===== config.mk =====
export PLATFORM = sky130hd
export DESIGN_NAME = sobel_mem_sched
export DESIGN_NICKNAME = d
export VERILOG_FILES = /design/src/rtl/sobel_mem_sched.sv
export SDC_FILE = /design/constraint.sdc
export NUM_CORES = 1
export LEC_CHECK = 0
export CAP_MARGIN = 20
export CELL_PAD_IN_SITES_DETAIL_PLACEMENT = 0
export CELL_PAD_IN_SITES_GLOBAL_PLACEMENT = 2
export CORE_MARGIN = 4
export CORE_UTILIZATION = 38
export CTS_CLUSTER_DIAMETER = 80
export DETAILED_ROUTE_END_ITERATION = 7
export PLACE_DENSITY = 0.92
export SYNTH_ARGS = -nofsm -noshare
export SYNTH_HDL_FRONTEND = slang
export SYNTH_SLANG_ARGS = --single-unit

===== constraint.sdc =====
create_clock -name clk -period 6.3 [get_ports clk]
set_input_delay 0.63 -clock clk [delete_from_list [all_inputs] [get_ports clk]]
set_output_delay 0.63 -clock clk [all_outputs]
set_load 0.02 [all_outputs]

===== src/rtl/sobel_mem_sched.sv =====
// Memory-access scheduler for the Sobel accelerator: sequences the 3-row column reads,
// the result write-back and the zero border rows on a single-port word memory.
module sobel_mem_sched #(
    parameter int WPR      = 88,
    parameter int ROWS     = 288,
    parameter int SRC_BASE = 0,
    parameter int DST_BASE = 25344
) (
    input  logic        clk,
    input  logic        reset,
    input  logic        start,
    output logic        finish,
    output logic [15:0] addr,
    output logic        en,
    output logic        we,
    output logic [31:0] dataW,
    output logic        dp_rd_valid,
    output logic [1:0]  dp_rd_row,
    output logic        dp_col_first,
    output logic        dp_wr_take,
    input  logic [31:0] dp_wr_data
);

    // state | meaning
    // IDLE  | waiting for start
    // BTOP  | zero top destination row, col 0..WPR-1
    // RD0-2 | read rows r-1, r, r+1 at column c
    // CALC  | no access; datapath consumes the column
    // WR    | write result for column c-1
    // FLUSH | write result for last column of row r
    // BBOT  | zero bottom destination row
    // DONE  | finish high until start drops
    typedef enum logic [3:0] {
        S_IDLE, S_BTOP, S_RD0, S_RD1, S_RD2, S_CALC, S_WR, S_FLUSH, S_BBOT, S_DONE
    } state_t;

    localparam logic [15:0] A_SRC   = 16'(SRC_BASE);
    localparam logic [15:0] A_DST   = 16'(DST_BASE);
    localparam logic [15:0] A_WPR   = 16'(WPR);
    localparam logic [15:0] A_WPR2  = 16'(2 * WPR);
    localparam logic [15:0] A_LASTC = 16'(WPR - 1);
    localparam logic [15:0] A_BOT   = 16'(DST_BASE + (ROWS - 1) * WPR);
    localparam logic [6:0]  C_LAST  = 7'(WPR - 1);
    localparam logic [8:0]  R_LAST  = 9'(ROWS - 2);

    state_t      r_state;
    logic [8:0]  r_r;
    logic [6:0]  r_c;
    logic [6:0]  r_col;
    logic [15:0] r_src_base;
    logic [15:0] r_dst_base;
    logic        r_en, r_we, r_take, r_finish;
    logic [15:0] r_addr;
    logic [31:0] r_dataW;
    logic [1:0]  r_row_iss;
    logic        r_cf_iss;
    logic        r_rd_valid, r_col_first;
    logic [1:0]  r_rd_row;

    always_ff @(posedge clk or posedge reset) begin
        if (reset) begin
            r_state     <= S_IDLE;
            r_r         <= '0;
            r_c         <= '0;
            r_col       <= '0;
            r_src_base  <= '0;
            r_dst_base  <= '0;
            r_en        <= 1'b0;
            r_we        <= 1'b0;
            r_take      <= 1'b0;
            r_finish    <= 1'b0;
            r_addr      <= '0;
            r_dataW     <= '0;
            r_row_iss   <= '0;
            r_cf_iss    <= 1'b0;
            r_rd_valid  <= 1'b0;
            r_col_first <= 1'b0;
            r_rd_row    <= '0;
        end else begin
            r_en      <= 1'b0;
            r_we      <= 1'b0;
            r_take    <= 1'b0;
            r_finish  <= 1'b0;
            r_addr    <= '0;
            r_dataW   <= '0;
            r_row_iss <= '0;
            r_cf_iss  <= 1'b0;
            // Delivery-side tags follow the issued read by one cycle (synchronous memory).
            r_rd_valid  <= r_en & ~r_we;
            r_rd_row    <= r_row_iss;
            r_col_first <= r_en & ~r_we & r_cf_iss;
            case (r_state)
                S_IDLE: begin
                    if (start) begin
                        r_col   <= '0;
                        r_state <= S_BTOP;
                    end
                end
                S_BTOP: begin
                    r_en   <= 1'b1;
                    r_we   <= 1'b1;
                    r_addr <= A_DST + {9'd0, r_col};
                    if (r_col == C_LAST) begin
                        r_r        <= 9'd1;
                        r_c        <= '0;
                        r_src_base <= A_SRC;
                        r_dst_base <= A_DST + A_WPR;
                        r_state    <= S_RD0;
                    end else begin
                        r_col <= r_col + 7'd1;
                    end
                end
                S_RD0: begin
                    r_en      <= 1'b1;
                    r_addr    <= r_src_base + {9'd0, r_c};
                    r_row_iss <= 2'd0;
                    r_cf_iss  <= (r_c == 7'd0);
                    r_state   <= S_RD1;
                end
                S_RD1: begin
                    r_en      <= 1'b1;
                    r_addr    <= r_src_base + A_WPR + {9'd0, r_c};
                    r_row_iss <= 2'd1;
                    r_cf_iss  <= (r_c == 7'd0);
                    r_state   <= S_RD2;
                end
                S_RD2: begin
                    r_en      <= 1'b1;
                    r_addr    <= r_src_base + A_WPR2 + {9'd0, r_c};
                    r_row_iss <= 2'd2;
                    r_cf_iss  <= (r_c == 7'd0);
                    r_state   <= S_CALC;
                end
                S_CALC: begin
                    // Column 0 only primes the window; there is no result to write yet.
                    if (r_c == 7'd0) begin
                        r_c     <= 7'd1;
                        r_state <= S_RD0;
                    end else begin
                        r_state <= S_WR;
                    end
                end
                S_WR: begin
                    r_en    <= 1'b1;
                    r_we    <= 1'b1;
                    r_take  <= 1'b1;
                    r_addr  <= r_dst_base + {9'd0, r_c} - 16'd1;
                    r_dataW <= dp_wr_data;
                    if (r_c == C_LAST) begin
                        r_state <= S_FLUSH;
                    end else begin
                        r_c     <= r_c + 7'd1;
                        r_state <= S_RD0;
                    end
                end
                S_FLUSH: begin
                    r_en    <= 1'b1;
                    r_we    <= 1'b1;
                    r_take  <= 1'b1;
                    r_addr  <= r_dst_base + A_LASTC;
                    r_dataW <= dp_wr_data;
                    if (r_r == R_LAST) begin
                        r_col   <= '0;
                        r_state <= S_BBOT;
                    end else begin
                        r_r        <= r_r + 9'd1;
                        r_c        <= '0;
                        r_src_base <= r_src_base + A_WPR;
                        r_dst_base <= r_dst_base + A_WPR;
                        r_state    <= S_RD0;
                    end
                end
                S_BBOT: begin
                    r_en   <= 1'b1;
                    r_we   <= 1'b1;
                    r_addr <= A_BOT + {9'd0, r_col};
                    if (r_col == C_LAST) begin
                        r_state <= S_DONE;
                    end else begin
                        r_col <= r_col + 7'd1;
                    end
                end
                S_DONE: begin
                    r_finish <= 1'b1;
                    if (!start) r_state <= S_IDLE;
                end
                default: r_state <= S_IDLE;
            endcase
        end
    end

    assign finish       = r_finish;
    assign addr         = r_addr;
    assign en           = r_en;
    assign we           = r_we;
    assign dataW        = r_dataW;
    assign dp_rd_valid  = r_rd_valid;
    assign dp_rd_row    = r_rd_row;
    assign dp_col_first = r_col_first;
    assign dp_wr_take   = r_take;

endmodule


After elaboration in Yosys (flattened, before gate mapping). Index checks and enable logic that the tools add are counted.

Flip-flop bits (word level): 118. Bits in latches: 0. RAM bits: 0. Bits in read-only memories: 0. Input port bits: 35. Output and inout bits: 56. Word-level logic and storage cells: 103. Memories kept: 0.

Add/subtract/negate cells: 14. Multipliers: 0. Divide/modulo/power cells: 0. $lt $le $gt $ge: 0. Equal/unequal tests: 21. Shifts and indexed selects: 0. Multiplexer cells: 34. Bitwise gates (word level): 3. Reduce and logical (&&, ||, !) cells: 14.

Operators with widths (count): 16-bit case mux with 7 select lines (1); 16-bit by 7-bit adder with 16-bit output (4); 16-bit 2-to-1 mux (4); 16-bit case mux with 2 select lines (2); 7-bit 2-to-1 mux (7); 16-bit by 7-bit adder with 16-bit output (second input constant) (3); 4-bit case mux with 10 select lines (1); 32-bit 2-to-1 mux (1); 7-bit case mux with 4 select lines (1); 7-bit case mux with 3 select lines (1); 4-bit 2-to-1 mux (5); 9-bit 2-to-1 mux (2); 2-bit inequality test (second input constant) (9); 9-bit case mux with 2 select lines (1); 15-bit by 7-bit adder with 16-bit output (first input constant) (1); 15-bit by 8-bit adder with 16-bit output (first input constant) (1); 16-bit by 8-bit adder with 16-bit output (second input constant) (1); 4-bit by 3-bit == test with 1-bit output (second input constant) (4); 16-bit by 1-bit subtractor with 16-bit output (second input constant) (1); 7-bit by 1-bit adder with 7-bit output (second input constant) (2); 7-bit == test (second input constant) (2); 9-bit by 1-bit adder with 9-bit output (second input constant) (1); 9-bit == test (second input constant) (1); 4-bit by 2-bit == test with 1-bit output (second input constant) (2); other kinds (19) (28).

Depth between registers and ports, before layout.
Word-level depth: 4. Gate-level depth with buffers: 16.

Worst setup path after synthesis. Ideal clock, no wire load.

Kind: reg-to-reg. Start: register r_state[1]. End: register r_addr[9], in the netlist addr[9]. Arrival: 2.870 ns. Required time: 6.176 ns. Setup slack: 3.306 ns. Stages on the path, launching flop included: 17. Path buffers: 3. Path through: dfrtp_1 -> buf_4 -> nand2_2 -> or3_1 -> buf_6 -> clkinv_8 -> buf_4 -> nand2_1 -> xnor2_1 -> ha_1 -> nand2_1 -> o21ai_0 -> o21ai_0 -> o21ai_0 -> o21a_1 -> o311ai_1 -> a211o_1.

Longest elaborated chain between the ends: 2. Elaborated cells on any way between the ends: 8. Classes of those cells: eq/ne: 7; mux: 1.

RTL lines: from (decl) (RTL line 46) `state_t r_state;`; from (signal assigned) (RTL line 62) `r_state <= S_IDLE;`; from (signal assigned) (RTL line 96) `r_state <= S_BTOP;`; from (signal assigned) (RTL line 108) `r_state <= S_RD0;`; 4-bit == test (tied with other cells) (RTL line 92) `case (r_state)`; 16-bit case mux with 7 select lines (*) (RTL line 92); to (signal assigned) (RTL line 102) `r_addr <= A_DST + {9'd0, r_col};`; to (signal assigned) (RTL line 115) `r_addr <= r_src_base + {9'd0, r_c};`; to (signal assigned) (RTL line 122) `r_addr <= r_src_base + A_WPR + {9'd0, r_c};`; to (decl) (RTL line 53) `logic [15:0] r_addr;`.

Mark *: on every way between the ends. The rest lies on a longest branch, timed or not. A chain may end at the register's enable or synchronous reset.

Worst setup path in the final report. Same ends and word-level chain as after synthesis.

==> results.md <==
* Status: complete, no violations
* IO Count at a little over 90
* Antenna diode count at 0
* Post-CTS Setup Bufs at 0
* Root Driver: clkbuf_16
* Required @ worst endpoint at ~6.6 ns
* Slew margin rel. at a little over a third
* Hpwl dp at 15100 µm
* Clock tree buffer depth at 2
* Residual DRC count at 0
* Initial DRC count at 528
* Number of global-route vias before repair at 5883
* Drt first pass iters at 5
* Ys Warns at 0
* H-tree depth at 3
* CP startpoint kind: flip-flop
* Synth cell types at between 70 and 80
* Hold Crit Class: flip-flop to flip-flop
* Max-cap violation count at 0
* Placed insts at 1140
* Fmax at 261 MHz
* CTS tree: done
* Die area at ~22000 µm²
* CTS-repair resized insts at 0
* GR met1 Demand/Resource at about 29%
* Die W at approximately 150 µm
* Gr busiest metal: met2
* LEAKAGE at ~3.8 nW
* DR vias/cell at 5.30
* Post-Syn Area at 7330 µm²
* Final cell count without fillers at 1156
* Utilization after layout at 46.4%
* Fill cells at between 1500 and 2000
* Worst Skew at between 0.01 and 0.015 ns
* CTS sink count at about 110
* Final ANT Viol Nets at 0
* Async SR Flop Fraction at 100%
* Port bufs at 90
* Mapped Nets at between 900 and 1000
* Minimum clock period at roughly 3.8 ns
* Post-synth top cells: 112 x dfrtp_1, 83 x o21ai_0, 58 x nor2_1
* Placeable Area at ~19000 µm²
* Site Rows at 50
* Layout area overhead at 19.1%
* Final setup fails at 0
* CP Data Arrival Time at slightly above 4 ns
* Final number of max-transition violations at 0
* M2 GR Usage at ~29%
* Gr usage total at between 10% and 20%
* Crit. End Element: flip-flop
* GPL Wtd Cong at between 0.8 and 0.9
* Setup CP Type: flip-flop to flip-flop
* Setup TNS at 0 ns
* WHS at about 0.35 ns
* Worst Max-Slew Pin Slew at 0.956 ns
* Max FO, Critical Path at 24
* DP Area at between 8000 and 9000 µm²
* Sequential area share after synthesis at 38.2%
* Pwr Density at between 300 and 400 nW/µm²
* Initial antenna violation count at 0
* Yosys reg bits at roughly 110
* Post-synth EDFFs at 0
* Via count at between 6000 and 7000
* Final hold violation count at 0
* Largest net degree at the start of global routing at 67
* Design Area, Final at between 8000 and 9000 µm²
* VDD IR-drop max at 0.000152 V
* Initial Util at between 30% and 40%
* GR Overflow Total at 0
* First-pass GRT wire length at about 33000 µm
* Syn Inst Count at around 820
* M3 GR Usage at about 2.9%
* Ys flop type: dfrtp_1
* Final critical-path share of the clock period at around three fifths
* # nets final at 977
* Yosys top cell area share at a little under two fifths
* Count leader, synth: dfrtp_1
* Share of cells above drive strength 1 at 4.24%
* CTS buffer count at 9
* DRT Wirelength at approximately 20000 µm
* Clock slew at reported path FFs at about 0.08 ns
* Cts-stage hold buffer count at 0
* Synth area leader: dfrtp_1
* Clk Latency, worst-skew pair at 0.37 ns
* Mean post-synth cell area at just under 9 µm²
* RSZ-0062 raised after global routing: false
* Die height at ~150 µm
* Detailed-route wire length per cell at approximately 18 µm
* Ranking of synthesized cells by area: dfrtp_1 38%, ha_1 8.5%, o21ai_0 5.7%
[placed cells by master, fill, tap and decap left out, types with 22 or more instances in the layout]
| master | count |
|---|---|
| o21ai_0 | 83 |
| nand2_1 | 56 |
| clkdlybuf4s50_1 | 90 |
| and2_1 | 41 |
| a21oi_1 | 52 |
| inv_1 | 51 |
| ha_1 | 50 |
| dfrtp_1 | 112 |
| xor2_1 | 22 |
| xnor2_1 | 41 |
| nor2_1 | 58 |
| nand3_1 | 25 |
[flip-flops by register name, summed over array words and instances, names as in the netlist, 2 cells and up]
signal      cells
dataW          32
addr           16
r_dst_base     13
r_src_base     13
r_r             9
r_c             7
r_col           7
r_state         4
dp_rd_row       2
r_row_iss       2
[layout make-up]
class / instances / area, µm² / area share (%)
clock inverter: 4 / 33.8 / 0.387
clock buffer: 12 / 256 / 2.94
timing repair buffer: 93 / 923 / 10.6
multi-input combinational: 621 / 4170 / 47.8
sequential: 112 / 2800 / 32.1
tap: 260 / 325 / 3.73
inverter: 54 / 218 / 2.49
[through the flow]
stage          total power [mW]  worst slack, ns
4_1_cts                    2.90             2.51
6_report                   2.89             2.47
3_5_place_dp               2.30             2.54
2_1_floorplan              1.90             2.71
3_3_place_gp               2.31             2.60
5_1_grt                    3.10             2.18
[critical path, cell delays in order, from the launching register on]
cell	delay, ns
dfrtp_1	0.85
nand2_2	0.12
or3_1	0.56
clkinv_8	0.19
nand2_1	0.08
xnor2_1	0.16
ha_1	0.33
nand2_1	0.05
o21ai_0	0.43
o21ai_0	0.15
o21ai_0	0.26
o21a_1	0.16
o311ai_1	0.09
a211o_1	0.29
[power by group]
part	internal, mW	total [mW]	switching, mW
clock	0.295	0.586	0.291
sequential	0.833	0.986	0.153
combinational	0.548	1.32	0.769
total	1.68	2.89	1.21
[cell families (layout without fill, tap and decap cells)]
group | count (synthesis) | after routing | share of synthesized area, %
simple gates | 261 | 261 | 18.4
compound gates | 238 | 238 | 20.8
flops | 112 | 112 | 38.2
buf+inv | 86 | 163 | 4.90
xor+xnor | 65 | 65 | 8.12
fa+ha+maj | 51 | 51 | 8.81
mux | 5 | 5 | 0.700
other cells | 1 | 1 | 0.0511
[final timing paths]
path                       slack (ns)         start       endpoint  depth (start not counted)
min in group asynchronous        0.70         reset  r_src_base[4]                          2
min reg2reg                      0.35  r_row_iss[1]   dp_rd_row[1]                          0
max reg2reg                      2.47    r_state[1]        addr[9]                         13
max in group asynchronous        4.33         reset      dataW[18]                          3
max                              2.47    r_state[1]        addr[9]                         13
min                              0.35  r_row_iss[1]   dp_rd_row[1]                          0
[routing by layer]
| metal | wire length [µm] | part of all wire [%] |
|---|---|---|
| met1 | 10100 | 50 |
| met2 | 9420 | 46 |
| met3 | 668 | 3.3 |
| met4 | 239 | 1.2 |
| met5 | 0 | 0 |
(Power assumes the default switching activity.)
==> RTL change 1, RTL diff (same flow settings) <==
Remove the register `r_rd_row`: a continuous assignment takes its place, so the output `dp_rd_row` follows one clock earlier.
--- a/src/rtl/sobel_mem_sched.sv
+++ b/src/rtl/sobel_mem_sched.sv
@@ -76,5 +76,4 @@
             r_rd_valid  <= 1'b0;
             r_col_first <= 1'b0;
-            r_rd_row    <= '0;
         end else begin
             r_en      <= 1'b0;
@@ -88,5 +87,4 @@
             // Delivery-side tags follow the issued read by one cycle (synchronous memory).
             r_rd_valid  <= r_en & ~r_we;
-            r_rd_row    <= r_row_iss;
             r_col_first <= r_en & ~r_we & r_cf_iss;
             case (r_state)
@@ -190,4 +188,6 @@
     end
 
+    assign r_rd_row = r_row_iss;
+
     assign finish       = r_finish;
     assign addr         = r_addr;
Formal check against the unedited RTL: same outputs for any inputs over 10 cycles, from zero or initial values and one cycle with reset high; that may be too few to reach the edited logic, so the function may still have changed.
==> RTL change 1 against the unedited design <==
Highest routed layer unchanged; first-iteration DRC count shrank 19%; setup slack worse by 0.071 ns; global-route usage shrank 0.30 points; wire length shrank 1.7%; core utilization fell by 0.066 points; critical endpoint is now r_r[7]; sequential cell count down 2; clock skew is 0.0028 ns lower; critical path depth down 6; synthesized area is 0.55% lower; cell area is 0.47% lower; via count up 0.60%.
Power is not compared: it rests on default switching activity, and its combinational part moved more than twofold at a synthesized area within 25%.
==> RTL change 1: results (changes against the unedited design) <==
status complete, no violations; DP Area 8360 µm² (-0.89%); number of diodes 0 (unchanged); peak supply drop 116 µV; hold_sp we; Seq/Total Area, Yosys 37.7% (-0.48 points); initial antenna violation count 0 (unchanged); synth cell count leaders dfrtp_1, nand2_1, o21ai_0; crit path max fanout 34 (+42%); kind of critical path flop to flop; clk buf depth 2 (unchanged); DR pass1 iterations 5 (unchanged); gpl congestion 0.840 (+1.3%); Arr. time, crit path 4.18 ns (+0.10 ns); Synth Area in XOR/XNOR 8.03% (-0.093 points); Final #Nets 981 (+0.41%); latest clock arrival within the worst-skew pair 0.36 ns; I/O Buffers 90 (unchanged); Compound-Gate Fraction of Synth Area 19.2% (-1.6 points); Slew @ Worst Pin 1.03 ns (+0.0767 ns); Async SR Flop Fraction 100% (unchanged); top cells by area, synth dfrtp_1, ha_1, xnor2_1, o21ai_0, nand2_1; mux contribution to synthesized area 0.412% (-0.29 points); path depth of the worst reg2reg path 7 (-6); adder-cell area share of the yosys netlist 8.99% (+0.19 points); Main synth FF type dfrtp_1; layout cells sized above 1 5.22% (+0.98 points); initial drt markers 427 (-19%); hpwl dp 15.0 mm (-0.80%); hold endpoint dp_rd_valid; vias in the first global route 5943 (+1.0%); R2R setup slack 2.40 ns (-0.07 ns); GRT overflow 0 (unchanged); H-tree levels 3 (unchanged); CTS Root Cell clkbuf_16; CTS Buf Count 9 (unchanged); post-CTS setup buffer count 0 (unchanged); number of distinct library cells after synthesis 72 (-4.0%); largest net degree at the start of global routing 57 (-15%); first-pass GRT wire length 32.8 mm (-1.4%); number of flip-flops in the largest register 32 (unchanged); Resize count post-CTS 0 (unchanged); syn nets 911 (+0.66%); routed via count 6164 (+0.60%); YS warnings 0 (unchanged); Worst Clk Skew 0.0115 ns (-0.00276 ns); hold depth 1 (+1); overall routing resource usage 18.9% (-0.30 points); CP startpoint r_state[1]; WL/cell 17.7 µm (+0.17%); R2R Path End r_r[7]
## RTL change 1: changes by cell type after synthesis, moves of 4 or more
cell | before | now
and3_1 | 9 | 45
and2_1 | 41 | 6
nand2_1 | 56 | 82
o21ai_0 | 83 | 66
o22ai_1 | 5 | 11
o31ai_1 | 5 | 11
nand3_1 | 25 | 20
o21a_1 | 12 | 7
nand2_2 | 4 | 0
o21ai_1 | 3 | 7
o31a_1 | 4 | 0
## RTL change 1: routing by layer
metal  vias up  wire (µm)  part of all wire, %  track usage [%]
li1       3081          -                    -                -
met1      2939      10100                   50             27.8
met2       130       9080                   45             29.5
met3        14        702                  3.5             2.89
met4         0        234                  1.2             4.19
met5         -          0                    0                0
## RTL change 1: critical path, cell delays in order, from the launching register on
cell and delay, ns:
dfrtp_1 0.88, buf_4 0.39, and4b_1 0.78, nor2_1 0.19, a211oi_4 0.72, nand4_1 0.31
or3_1 0.41, a21oi_1 0.14
## RTL change 1: final cells by class
| type | instances | area, µm² |
|---|---|---|
| fillers | 1817 | 10100 |
| multi-input cells | 627 | 4180 |
| flip-flops and latches | 110 | 2750 |
| repair buffers | 96 | 946 |
| well taps | 234 | 293 |
| clock buffers | 9 | 225 |
| inverters | 51 | 194 |
| clock inverters | 7 | 98.8 |
## RTL change 1: stage by stage
step,util [%],hold WS (ns),cells,setup slack (ns)
2_1_floorplan,-,0.428,825,2.77
3_3_place_gp,44.6,0.421,1118,2.46
3_5_place_dp,44.6,0.424,1118,2.40
4_1_cts,46.3,0.432,1134,2.42
5_1_grt,46.3,0.461,1134,2.11
6_report,46.3,0.430,1134,2.40
## RTL change 1: report_power, final
group	internal (W)	total [W]	leakage, nW	switching (W)
clock	0.000289	0.000606	0.154	0.000317
combinational	0.0000192	0.0000366	2.17	0.0000174
sequential	0.000705	0.000705	1.46	0
==> RTL change 2, RTL diff (same flow settings) <==
Without the edit above. Set the parameter `ROWS` to 216 (it was 288).
--- a/src/rtl/sobel_mem_sched.sv
+++ b/src/rtl/sobel_mem_sched.sv
@@ -3,5 +3,5 @@
 module sobel_mem_sched #(
     parameter int WPR      = 88,
-    parameter int ROWS     = 288,
+    parameter int ROWS     = 216,
     parameter int SRC_BASE = 0,
     parameter int DST_BASE = 25344
Function: same outputs for any inputs over 10 cycles, from zero or initial values and one cycle with reset high; that may be too few to reach the edited logic, so the function may still have changed.
==> RTL change 2 against the unedited design <==
Setup slack lost 0.17 ns; sequential cell count unchanged; synthesized area hardly changed; synthesized cell count fell by 1.2%; cell area is 0.57% lower; total power grew 2.1%; worst hold slack hardly changed; first-iteration DRC count grew 3.8%; wire length shrank 3.5%; die area is essentially flat; critical path type unchanged; critical endpoint is now r_c[2]; highest routed layer unchanged.
==> RTL change 2: results (changes against the unedited design) <==
Worst Hold Class flop to flop; H-tree levels 3 (unchanged); first-pass GRT wire length 32.0 mm (-3.7%); fill cell count 1848 (+0.71%); Leakage 3.79 nW (-0.10%); crit path max fanout 38 (+58%); Arr. time, crit path 4.24 ns (+0.16 ns); I/O Buffers 90 (unchanged); Slew HR 32.0% (-3.8 points); layout cells sized above 1 4.76% (+0.52 points); Final #Nets 964 (-1.3%); DR pass1 iterations 5 (unchanged); gpl congestion 0.859 (+3.6%); DP Worst Slack 2.27 ns (-0.274 ns); number of diodes 0 (unchanged); CTS Buf Count 9 (unchanged); CTS Root Cell clkbuf_16; synth cell count leaders dfrtp_1, nand2_1, nor2_1; vias in the first global route 5748 (-2.3%); clk buf depth 2 (unchanged); Main synth FF type dfrtp_1; number of distinct library cells after synthesis 75 (unchanged); initial antenna violation count 0 (unchanged); peak supply drop 152 µV (+0.29%); Worst-path clk slew 0.08 ns (about the same); Worst Clk Skew 0.0181 ns (+0.00387 ns); YS warnings 0 (unchanged); Resize count post-CTS 0 (unchanged); Seq/Total Area, Yosys 38.2% (about the same); residual DRC count 0 (unchanged); overall routing resource usage 18.6% (-0.62 points); latest clock arrival within the worst-skew pair 0.37 ns (about the same); hpwl dp 14.5 mm (-3.5%); Crit-path slowest cell dfrtp_1; top cells by area, synth dfrtp_1, ha_1, xnor2_1, xor2_1, o21ai_0; post-CTS setup buffer count 0 (unchanged); routed via count 6048 (-1.3%); Async SR Flop Fraction 100% (unchanged); WL/cell 17.3 µm (-2.4%); syn nets 896 (-0.99%); status complete, no violations; initial drt markers 548 (+3.8%); Critical Path Max Stage Delay 0.76 ns (-0.09 ns); number of flip-flops in the largest register 32 (unchanged); largest net degree at the start of global routing 76 (+13%)
==> RTL change 2: cell types whose count changed after synthesis, sizes merged, moves of 5 or more <==
| cell | unedited run | this run |
|---|---|---|
| a21oi | 53 | 48 |
| clkbuf | 21 | 27 |
| nand2 | 60 | 70 |
| nor2 | 59 | 70 |
| nor3 | 16 | 10 |
| o21a | 12 | 3 |
| o21ai | 87 | 54 |
| o22ai | 5 | 10 |
| xor2 | 22 | 33 |
==> RTL change 2: area by class of cell <==
type                    count  share of cell area, %
clock buffers               9                   2.59
well taps                 260                   3.75
repair buffers             95                   10.8
flip-flops and latches    112                   32.3
clock inverters             7                   1.02
inverters                  50                   2.19
multi-input cells         609                   47.3
==> RTL change 2: cells by family after synthesis <==
| kind of cell | after synthesis | synth area share (%) |
|---|---|---|
| AO/OA/AOI/OAI | 196 | 17.4 |
| XOR/XNOR | 80 | 9.56 |
| adder cells (fa/ha/maj) | 52 | 8.98 |
| buffers and inverters | 88 | 5.72 |
| flip-flops | 112 | 38.2 |
| multiplexers | 6 | 0.922 |
| other | 1 | 0.0512 |
| AND/OR/NAND/NOR | 274 | 19.1 |
==> RTL change 2: routing by layer <==
metal	global-route usage (%)	up-vias	routed length, µm
met3	3.52	23	1140
met2	28.2	200	8630
met5	0	-	0
met4	5.13	0	343
li1	-	2965	-
met1	27.1	2860	9630
==> RTL change 2: final timing paths <==
kind	start	endpoint	slack, ns	cells past startpoint
min in group asynchronous	reset	dataW[8]	0.84	2
max in group asynchronous	reset	r_r[4]	4.40	3
setup reg to reg	r_state[2]	r_c[2]	2.30	8
hold / removal	r_row_iss[1]	dp_rd_row[1]	0.35	0
setup / recovery	r_state[2]	r_c[2]	2.30	8
hold reg to reg	r_row_iss[1]	dp_rd_row[1]	0.35	0
==> RTL change 2: worst max-delay path: cells and delay by family, from the launching register on <==
family,cells,cell delay (ns)
AO/OA/AOI/OAI,1,0.12
AND/OR/NAND/NOR,6,2.26
flip-flops,1,0.76
buffers and inverters,1,0.74
==> RTL change 2: power by group <==
part           leakage (nW)  switching (W)  total, W  internal (W)
combinational          2.11       0.000821   0.00138      0.000556
sequential             1.53       0.000139  0.000973      0.000835
clock                 0.153       0.000311  0.000601      0.000290
==> RTL change 2: stage by stage <==
step	hold slack, ns	cell area [µm²]	instances	total power [W]
detailed placement	0.335	8370	1126	0.00235
CTS	0.352	8680	1142	0.00297
finish	0.351	8680	1142	0.00295
floorplan	0.331	7330	809	0.00195
global route	0.367	8680	1142	0.00317
global placement	0.339	8370	1126	0.00235
